`config.mk`:
```
export PLATFORM = sky130hd
export DESIGN_NAME = tpu_wb_array
export DESIGN_NICKNAME = d
export VERILOG_FILES = /design/src/rtl/tpu_wb_array.sv
export SDC_FILE = /design/constraint.sdc
export NUM_CORES = 2
export LEC_CHECK = 0
export ABC_AREA = 0
export BUFFER_PORTS_ARGS = -buffer_cell sky130_fd_sc_hd__buf_2
export CORE_MARGIN = 3
export CORE_UTILIZATION = 35
export CTS_CLUSTER_SIZE = 30
export DETAILED_ROUTE_END_ITERATION = 8
export GPL_TIMING_DRIVEN = 0
export SYNTH_ARGS = -nofsm -noshare
export SYNTH_HDL_FRONTEND = slang
export SYNTH_SLANG_ARGS = --single-unit
```
`constraint.sdc`:
```
create_clock -name clk -period 6.73 [get_ports clk]
set_input_delay 0.3365 -clock clk [delete_from_list [all_inputs] [get_ports clk]]
set_output_delay 0.3365 -clock clk [all_outputs]
set_load 0.05 [all_outputs]
```
`src/rtl/tpu_wb_array.sv`:
```
// Wishbone-mapped signed vector x matrix accelerator over an N x N weight tile.
// Input vectors and results are buffered in FIFOs; a four-state FSM sequences pop, MAC and push.
module tpu_wb_array #(
    parameter int unsigned N            = 3,
    parameter int unsigned DW           = 8,
    parameter int unsigned ACCW         = 2 * DW + $clog2(N),
    parameter int unsigned IDEPTH       = 8,
    parameter int unsigned RDEPTH       = 16,
    parameter logic [31:0] BASE_ADDRESS = 32'h3000_0000
) (
    input  logic        clk,
    input  logic        rst,
    input  logic        wb_cyc_i,
    input  logic        wb_stb_i,
    input  logic        wb_we_i,
    input  logic [3:0]  wb_sel_i,
    input  logic [31:0] wb_adr_i,
    input  logic [31:0] wb_dat_i,
    output logic        wb_ack_o,
    output logic [31:0] wb_dat_o,
    output logic        irq_o
);
    localparam int unsigned VW  = N * DW;
    localparam int unsigned PW  = 2 * DW;
    localparam int unsigned KW  = (N > 1) ? $clog2(N) : 1;
    localparam int unsigned IAW = $clog2(IDEPTH);
    localparam int unsigned ICW = IAW + 1;
    localparam int unsigned RAW = $clog2(RDEPTH);
    localparam int unsigned RCW = RAW + 1;

    localparam logic [4:0] OFF_CTRL   = 5'h00;
    localparam logic [4:0] OFF_STATUS = 5'h04;
    localparam logic [4:0] OFF_WEIGHT = 5'h08;
    localparam logic [4:0] OFF_INPUT  = 5'h0C;
    localparam logic [4:0] OFF_RESULT = 5'h10;

    typedef enum logic [1:0] {S_IDLE, S_WAIT, S_MAC, S_PUSH} state_t;

    state_t                 state_q, state_d;
    logic [KW-1:0]          k_q, k_d;
    logic [7:0]             nvec_q, nvec_d;
    logic [7:0]             vec_cnt_q, vec_cnt_d;
    logic                   done_q, done_d;
    logic                   irq_en_q, irq_en_d;
    logic                   in_ovf_q, in_ovf_d;
    logic                   res_udf_q, res_udf_d;
    logic                   w_err_q, w_err_d;
    logic [KW-1:0]          wrow_q, wrow_d;
    logic [KW-1:0]          wcol_q, wcol_d;
    logic signed [DW-1:0]   w_q [N][N];
    logic signed [DW-1:0]   w_d [N][N];
    logic signed [DW-1:0]   x_q [N];
    logic signed [DW-1:0]   x_d [N];
    logic signed [ACCW-1:0] acc_q [N];
    logic signed [ACCW-1:0] acc_d [N];
    logic signed [PW-1:0]   prod [N];

    logic [VW-1:0]          in_mem_q [IDEPTH];
    logic [IAW-1:0]         in_wr_q, in_wr_d, in_rd_q, in_rd_d;
    logic [ICW-1:0]         in_cnt_q, in_cnt_d;
    logic signed [ACCW-1:0] res_mem_q [RDEPTH];
    logic [RAW-1:0]         res_wr_q, res_wr_d, res_rd_q, res_rd_d;
    logic [RCW-1:0]         res_cnt_q, res_cnt_d;

    logic                   ack_q, ack_d;
    logic [31:0]            dat_q, dat_d;
    logic                   irq_q, irq_d;

    logic                   in_push, in_pop, res_push, res_pop;
    logic signed [ACCW-1:0] res_push_data;

    logic                   in_win, req, wr_req, rd_req, busy;
    logic                   ctrl_wr, soft_clr, start_req;
    logic                   in_full, in_empty, res_empty, res_room;
    logic [4:0]             off;
    logic                   unused_ok;

    // Bus decode: a request is accepted only when no ack is in flight.
    assign in_win    = (wb_adr_i[31:5] == BASE_ADDRESS[31:5]);
    assign req       = wb_cyc_i & wb_stb_i & in_win & ~ack_q;
    assign wr_req    = req & wb_we_i;
    assign rd_req    = req & ~wb_we_i;
    assign off       = wb_adr_i[4:0];
    assign busy      = (state_q != S_IDLE);
    assign ctrl_wr   = wr_req && (off == OFF_CTRL);
    assign soft_clr  = ctrl_wr & wb_dat_i[1];
    assign start_req = ctrl_wr & wb_dat_i[0] & ~wb_dat_i[1];
    assign in_full   = (in_cnt_q == ICW'(IDEPTH));
    assign in_empty  = (in_cnt_q == '0);
    assign res_empty = (res_cnt_q == '0);
    assign res_room  = (res_cnt_q <= RCW'(RDEPTH - N));
    assign unused_ok = ^{wb_sel_i, wb_dat_i};

    always_comb begin
        for (int j = 0; j < N; j++) begin
            prod[j] = PW'(x_q[k_q]) * PW'(w_q[k_q][j]);
        end
    end

    always_comb begin
        state_d       = state_q;
        k_d           = k_q;
        nvec_d        = nvec_q;
        vec_cnt_d     = vec_cnt_q;
        done_d        = done_q;
        irq_en_d      = irq_en_q;
        in_ovf_d      = in_ovf_q;
        res_udf_d     = res_udf_q;
        w_err_d       = w_err_q;
        wrow_d        = wrow_q;
        wcol_d        = wcol_q;
        w_d           = w_q;
        x_d           = x_q;
        acc_d         = acc_q;
        in_push       = 1'b0;
        in_pop        = 1'b0;
        res_push      = 1'b0;
        res_pop       = 1'b0;
        res_push_data = '0;
        ack_d         = req;
        dat_d         = '0;

        if (ctrl_wr) begin
            irq_en_d = wb_dat_i[2];
            if (wb_dat_i[3]) begin
                done_d = 1'b0;
            end
        end

        // Weights are frozen while the array is running.
        if (wr_req && (off == OFF_WEIGHT)) begin
            if (busy) begin
                w_err_d = 1'b1;
            end else begin
                w_d[wrow_q][wcol_q] = wb_dat_i[DW-1:0];
                if (wcol_q == KW'(N - 1)) begin
                    wcol_d = '0;
                    wrow_d = (wrow_q == KW'(N - 1)) ? '0 : wrow_q + KW'(1);
                end else begin
                    wcol_d = wcol_q + KW'(1);
                end
            end
        end

        if (wr_req && (off == OFF_INPUT)) begin
            if (in_full) begin
                in_ovf_d = 1'b1;
            end else begin
                in_push = 1'b1;
            end
        end

        if (rd_req) begin
            case (off)
                OFF_STATUS: dat_d = {16'h0000, 8'(res_cnt_q), w_err_q, res_udf_q, in_ovf_q,
                                     res_empty, in_full, in_empty, done_q, busy};
                OFF_RESULT: begin
                    if (res_empty) begin
                        res_udf_d = 1'b1;
                    end else begin
                        res_pop = 1'b1;
                        dat_d   = 32'(res_mem_q[res_rd_q]);
                    end
                end
                default: dat_d = '0;
            endcase
        end

        case (state_q)
            S_IDLE: begin
                if (start_req) begin
                    if (wb_dat_i[15:8] == 8'd0) begin
                        done_d = 1'b1;
                    end else begin
                        done_d    = 1'b0;
                        nvec_d    = wb_dat_i[15:8];
                        vec_cnt_d = '0;
                        state_d   = S_WAIT;
                    end
                end
            end
            // Only start a vector when all N of its results are guaranteed a slot.
            S_WAIT: begin
                if (!in_empty && res_room) begin
                    in_pop = 1'b1;
                    for (int i = 0; i < N; i++) begin
                        x_d[i]   = in_mem_q[in_rd_q][i*DW +: DW];
                        acc_d[i] = '0;
                    end
                    k_d     = '0;
                    state_d = S_MAC;
                end
            end
            S_MAC: begin
                for (int j = 0; j < N; j++) begin
                    acc_d[j] = acc_q[j] + ACCW'(prod[j]);
                end
                if (k_q == KW'(N - 1)) begin
                    k_d     = '0;
                    state_d = S_PUSH;
                end else begin
                    k_d = k_q + KW'(1);
                end
            end
            S_PUSH: begin
                res_push      = 1'b1;
                res_push_data = acc_q[k_q];
                if (k_q == KW'(N - 1)) begin
                    k_d       = '0;
                    vec_cnt_d = vec_cnt_q + 8'd1;
                    if ((vec_cnt_q + 8'd1) == nvec_q) begin
                        done_d  = 1'b1;
                        state_d = S_IDLE;
                    end else begin
                        state_d = S_WAIT;
                    end
                end else begin
                    k_d = k_q + KW'(1);
                end
            end
            default: state_d = S_IDLE;
        endcase

        in_wr_d   = in_wr_q + IAW'(in_push);
        in_rd_d   = in_rd_q + IAW'(in_pop);
        in_cnt_d  = in_cnt_q + ICW'(in_push) - ICW'(in_pop);
        res_wr_d  = res_wr_q + RAW'(res_push);
        res_rd_d  = res_rd_q + RAW'(res_pop);
        res_cnt_d = res_cnt_q + RCW'(res_push) - RCW'(res_pop);

        // Soft clear overrides everything except the weight contents.
        if (soft_clr) begin
            state_d   = S_IDLE;
            k_d       = '0;
            done_d    = 1'b0;
            in_ovf_d  = 1'b0;
            res_udf_d = 1'b0;
            w_err_d   = 1'b0;
            wrow_d    = '0;
            wcol_d    = '0;
            res_push  = 1'b0;
            in_wr_d   = '0;
            in_rd_d   = '0;
            in_cnt_d  = '0;
            res_wr_d  = '0;
            res_rd_d  = '0;
            res_cnt_d = '0;
        end

        irq_d = done_d & irq_en_d;
    end

    always_ff @(posedge clk) begin
        if (rst) begin
            state_q   <= S_IDLE;
            k_q       <= '0;
            nvec_q    <= '0;
            vec_cnt_q <= '0;
            done_q    <= 1'b0;
            irq_en_q  <= 1'b0;
            in_ovf_q  <= 1'b0;
            res_udf_q <= 1'b0;
            w_err_q   <= 1'b0;
            wrow_q    <= '0;
            wcol_q    <= '0;
            for (int i = 0; i < N; i++) begin
                x_q[i]   <= '0;
                acc_q[i] <= '0;
                for (int j = 0; j < N; j++) begin
                    w_q[i][j] <= '0;
                end
            end
            in_wr_q   <= '0;
            in_rd_q   <= '0;
            in_cnt_q  <= '0;
            res_wr_q  <= '0;
            res_rd_q  <= '0;
            res_cnt_q <= '0;
            ack_q     <= 1'b0;
            dat_q     <= '0;
            irq_q     <= 1'b0;
        end else begin
            state_q   <= state_d;
            k_q       <= k_d;
            nvec_q    <= nvec_d;
            vec_cnt_q <= vec_cnt_d;
            done_q    <= done_d;
            irq_en_q  <= irq_en_d;
            in_ovf_q  <= in_ovf_d;
            res_udf_q <= res_udf_d;
            w_err_q   <= w_err_d;
            wrow_q    <= wrow_d;
            wcol_q    <= wcol_d;
            w_q       <= w_d;
            x_q       <= x_d;
            acc_q     <= acc_d;
            in_wr_q   <= in_wr_d;
            in_rd_q   <= in_rd_d;
            in_cnt_q  <= in_cnt_d;
            res_wr_q  <= res_wr_d;
            res_rd_q  <= res_rd_d;
            res_cnt_q <= res_cnt_d;
            ack_q     <= ack_d;
            dat_q     <= dat_d;
            irq_q     <= irq_d;
        end
    end

    // FIFO storage needs no reset; occupancy is tracked by the pointers.
    always_ff @(posedge clk) begin
        if (in_push) begin
            in_mem_q[in_wr_q] <= wb_dat_i[VW-1:0];
        end
        if (res_push) begin
            res_mem_q[res_wr_q] <= res_push_data;
        end
    end

    assign wb_ack_o = ack_q;
    assign wb_dat_o = dat_q;
    assign irq_o    = irq_q;

endmodule
```
---- Word level (Yosys, flattened, before mapping) ----
Memories as Yosys holds them, arrays and structs flattened. A register that Yosys moved wholly into a read port is not among the register bits.
Cells that the tools add are included.
word-level totals
  flip-flop bits (word level) ............. 212
  latch bits .............................. 0
  memory bits (writable) .................. 480
  memory bits (read-only) ................. 0
  input port bits ......................... 73
  output and inout bits ................... 34
  logic and storage cells ................. 182
  memories ................................ 2
cells by class
  add/sub/neg operators ................... 15
  $mul .................................... 3
  divide/modulo/power cells ............... 0
  $lt $le $gt $ge ......................... 6
  eq/ne operators ......................... 18
  shift operators ......................... 0
  mux-type cells .......................... 58
  bitwise operators ....................... 18
  reduce and logical (&&, ||, !) cells .... 30
memory list
  name       depth  bits a word  read ports  clocked after Yosys merged registers in  wr ports  line  RTL
  res_mem_q  16     18           1           1                                        1         61    logic signed [ACCW-1:0] res_mem_q [RDEPTH];
  in_mem_q   8      24           1           1                                        1         58    logic [VW-1:0] in_mem_q [IDEPTH];
operator list
  kind                    count
  $pmux W54 S2            1
  $bwmux W72              1
  $mux W24                3
  $pmux W32 S2            1
  $add A18 B16 Y18        3
  $mux W18                3
  $mux W54                1
  $bmux W24 S2            1
  $demux W24 S2           1
  $mul A8 B8 Y16          3
  $mux W8                 6
  $bmux W18 S2            1
  $mux W32                1
  $eq A27 B25 Y1 const B  1
  $mux W1                 22
  $mux W2                 9
  $bmux W8 S2             1
  $demux W8 S2            1
  $pmux W8 S2             1
  $add A4 B1 Y4           3
  $reduce_and A2 Y1       6
  $eq A2 B2 Y1 const B    5
  $eq A5 B4 Y1 const B    2
  $logic_not A5 Y1        2
  32 further kinds        69

---- Logic depth before layout (Yosys ltp) ----
  depth in word-level cells ............... 11
  mapped depth ............................ 25
  gate-level depth less buffers ........... 22

---- Worst setup path after synthesis ----
Ideal clock, no wire load.
  kind .................................... register to register
  start ................................... register k_q[0]
  end ..................................... register acc_q[16] in the netlist's numbering
  library setup time ...................... 0.117 ns
  arrival time ............................ 6.003 ns
  required time ........................... 6.613 ns
  setup slack ............................. 0.610 ns
  stages on the path, launching flop included .. 21
  path buffers ............................ 2
  period minus slack after synthesis ...... 6.120 ns
  cells stage by stage .................... dfxtp_1 clkbuf_1 buf_2 mux2i_1 o21ai_1 and2_1 inv_1 fa_1 inv_1 fa_1 fa_1 fa_1 fa_1 ha_1 o21ai_0 a21oi_1 o211ai_1 a21boi_0 o31ai_1 xnor2_1 a22o_1
on the way
  word-level cells in the longest chain between the ends .. 7
RTL lines
  what                                                                            line  RTL
  start: declaration                                                              40    logic [KW-1:0] k_q, k_d;
  start signal: assignment                                                        284   k_q <= k_d;
  $not A2 Y3 (implied by the code) (*)                                            96    prod[j] = PW'(x_q[k_q]) * PW'(w_q[k_q][j]);
  $bmux W8 S2 / $bmux W24 S2 (equally long branches)                              96
  $mux W8 (implied by the code) / $mux W24 (equally long branches) (2 in series)  96
  $mul A8 B8 Y16 (*)                                                              96
  $add A18 B16 Y18 (*)                                                            196   acc_d[j] = acc_q[j] + ACCW'(prod[j]);
  $pmux W54 S2 (*)                                                                169   case (state_q)
  end signal: indexed assignment                                                  268   acc_q[i] <= '0;
  end signal: assignment                                                          296   acc_q <= acc_d;
  end: declaration                                                                54    logic signed [ACCW-1:0] acc_q [N];
Mark *: on every way between the ends. The rest lies on a longest branch, timed or not. The select of a mux whose other input is x is not followed.
A chain may end at the register's enable or synchronous reset.

---- Worst setup path after layout ----
  start ................................... register k_q[0]
  end ..................................... register acc_q[35] in the netlist's numbering
on the way
  word-level cells in the longest chain between the ends .. 7
RTL lines
  what                                                                            line
  $not A2 Y3 (implied by the code) (*)                                            96
  $bmux W8 S2 / $bmux W24 S2 (equally long branches)                              96
  $mux W8 (implied by the code) / $mux W24 (equally long branches) (2 in series)  --
  $mul A8 B8 Y16 (*)                                                              96
  $add A18 B16 Y18 (*)                                                            196
  $pmux W54 S2 (*)                                                                169
Marks and branches as above.

==> metrics.yaml <==
syn_inst: 2949
critPathLaunchType: "flip-flop"
hold_slack_ns: 0.0430
crit_chain: "clkbuf_4 > buf_4 > mux2i_1 > nor2_1 > a21oi_4 > clkbuf_4 > nor2_1 > fa_1 > fa_1 > inv_1 > fa_1 > inv_1 > fa_1 > fa_1 > ha_1 > nand3_1 > o2111ai_1 > nand2_1 > o211ai_1 > a31oi_1 > xnor2_1 > a22o_1"
die-area_um2: 112000
cts_max_path_buffers: 3
synth_area_um2: 37700
end_kind: "flip-flop"
finalPower_w: 0.00958
cp.required_ns: 7.25
crit_path_max_incr_delay_ns: 0.53
final_hold_viol_count: 0
wirelength_um: 96800
synthDistinctLibCells: 69
worstRegToRegCells: 22
avgSynthCellArea_um2: 12.8
max_cap_violations: 0
grt_first_pass_wirelength_um: 150000
ys_seq_area_share_pct: 50.1
root_buffer: "clkbuf_16"
grt_pass1_vias: 24609
rsz0062_at_grt: "no"
std_cell_rows: 119
synth_edf_count: 480
hpwlAfterDp_um: 71200
synthFlopType: "edfxtp_1"
critPathKind: "flip-flop to flip-flop"
gp_routability_congestion: 0.853
core-area_um2: 106000
clk_latency_ns: 0.64
portBuffers: 92
antenna_found_initial: 1
worst_pin_slew_ns: 1.34
tritoncts: "built"
vias: 23534
slowest_stage: "fa_1"
final_cell_area_um2: 43400
max_freq_ghz: 0.154
worstPathMaxFanout: 10
avgViaCountPerCell: 5.10
place_area_um2: 40400
drc: 0
arrival_ns: 7.00
ys_async_sr_fraction_pct: 0
cts_sinks: 702
ys_warn_count: 0
netlist_top_cells_area: "edfxtp_1, fa_1, dfxtp_1, mux4_2, ha_1"
setup_viol_count_final: 0
ys_ff_latch: 702
power_leakage_nw: 17.3
drive_gt1_share_pct: 14.7
grt_use_total_pct: 17.6
final_nets: 3630
start_util_pct: 35.5
hold_path_depth: 1
ir_drop_v: 0.000157
first_pass_iters: 5
syn_nets: 3419
wl_per_cell_um: 21.0
status: "complete, no violations"
clock_skew_ns: 0.0362
post-route-util_pct: 40.9
hold_path_class: "input port to flip-flop"
slew_viol_final: 0
io_pins: 107
grt_max_degree: 25
fillers: 9819
power_density_nw_per_um2: 221
clk_pin_slew_worst_paths_ns: 0.06
fp.dieH_um: 334
yosys.area.top_type: "edfxtp_1"
first_iter_violations: 1881
die_x_um: 334
htreeDepth: 3
slew_headroom_pct: 10.6
critPathMostFrequentCell: "fa_1"
ant_nets: 0
cts_made_buffers: 77
finalCritPeriodShare_pct: 96.2
gr-total-overflow: 0
fin_crit_ns: 6.47
syn_to_final_growth_pct: 15.2
antenna_cells: 0
synth_top_area_share_pct: 38.3
## cell usage in the layout (no fill, tap or decap), types with 78 or more instances in the layout
cell,n
a21oi_1,108
buf_2,111
clkbuf_1,94
clkbuf_16,78
dfxtp_1,221
edfxtp_1,480
fa_1,242
ha_1,155
inv_1,301
mux2i_1,175
mux4_2,108
nand2_1,155
nor2_1,352
## power breakdown
group	total, W	switching [W]	internal (W)	leakage (nW)
clock network	0.00436	0.00182	0.00254	1.28
logic	0.000587	0.000406	0.000181	9.58
registers	0.00463	0.0000291	0.00460	6.47
total	0.00958	0.00226	0.00732	17.3
## worst max-delay path: cells and delay by family (launching register included)
| kind | cells | cell delay (ns) |
|---|---|---|
| AOI/OAI and AO/OA | 5 | 1.21 |
| xor gates and xnor gates | 1 | 0.16 |
| adders and majority gates | 6 | 2.79 |
| buffers and inverters | 5 | 0.98 |
| DFF | 1 | 0.36 |
| muxes | 1 | 0.34 |
| and+or+nand+nor | 4 | 0.55 |
## kinds of logic (layout without fill, tap and decap cells)
| family | Yosys count | in the layout | share of synthesized area, % |
|---|---|---|---|
| buffers and inverters | 448 | 724 | 4.66 |
| adder cells (fa/ha/maj) | 397 | 397 | 18.0 |
| XOR/XNOR | 73 | 73 | 1.70 |
| flip-flops | 702 | 702 | 50.1 |
| AO/OA/AOI/OAI | 329 | 329 | 5.70 |
| multiplexers | 290 | 290 | 11.3 |
| AND/OR/NAND/NOR | 710 | 710 | 8.53 |
## final timing paths
| check | from | endpoint | slack [ns] |
|---|---|---|---|
| worst max register to register | k_q[0]$_SDFFE_PP0P_ | acc_q[35]$_SDFFE_PP0P_ | 0.26 |
| worst min register to register | w_q[64]$_SDFFE_PP0P_ | w_q[64]$_SDFFE_PP0P_ | 0.45 |
| worst min-delay path | wb_dat_i[10] | in_mem_q[2][10]$_DFFE_PP_ | 0.04 |
| worst max-delay path | k_q[0]$_SDFFE_PP0P_ | acc_q[35]$_SDFFE_PP0P_ | 0.26 |
## what timing repair did
item | CTS | global route
setup endpoints to repair | 30 | 17
endpoints found under the hold margin | 122 | 0
hold buffers | 16 | 0
gates resized for setup | 28 | 48
buffers inserted | 0 | 0
## state kept, by name (all words and copies together) (netlist names), 3 cells and up
register,count
acc_q,54
in_cnt_q,4
in_mem_q,192
in_rd_q,3
in_wr_q,3
nvec_q,8
res_cnt_q,5
res_mem_q,288
res_rd_q,4
res_wr_q,4
vec_cnt_q,8
w_q,72
wb_dat_o,18
x_q,24
## metrics by stage
stage | setup TNS, ns | instances | setup WS (ns)
floorplan | 0 | 2949 | 0.610
global placement | -12.06 | 4432 | -0.727
detailed placement | -13.46 | 4459 | -0.710
CTS | 0 | 4616 | 0.0463
global route | 0 | 4616 | 0.0382
finish | 0 | 4616 | 0.257
## routing by layer
layer	GRT usage, %	vias up	part of all wire (%)
met5	0	-	0
met3	2.48	141	5.0
met2	28.9	674	48
li1	-	10756	-
met1	24.6	11963	45
met4	4.53	0	2.2
## Yosys cell counts, types with 22 or more instances
| cell | n |
|---|---|
| nand2_1 | 155 |
| xnor2_1 | 56 |
| fa_1 | 242 |
| nor2_1 | 367 |
| inv_1 | 301 |
| nand2b_1 | 38 |
| ha_1 | 155 |
| nor3_1 | 22 |
| dfxtp_1 | 222 |
| o21ai_0 | 31 |
| clkbuf_1 | 101 |
| a22oi_1 | 30 |
| a21oi_1 | 118 |
| and2_1 | 25 |
| mux2i_1 | 175 |
| edfxtp_1 | 480 |
| mux4_2 | 108 |
| a211oi_1 | 26 |
## area by class of cell
| type | instances | area (µm²) | share of cell area, % |
|---|---|---|---|
| buffer | 144 | 652 | 1.50 |
| clock buffer | 96 | 2070 | 4.77 |
| clock inverter | 48 | 592 | 1.36 |
| inverter | 301 | 1130 | 2.60 |
| multi-input combinational | 1799 | 17300 | 39.8 |
| sequential | 702 | 18900 | 43.5 |
| tap | 1391 | 1740 | 4.01 |
| timing repair buffer | 135 | 1070 | 2.46 |
Note: power is estimated with default switching activity, not from simulation.
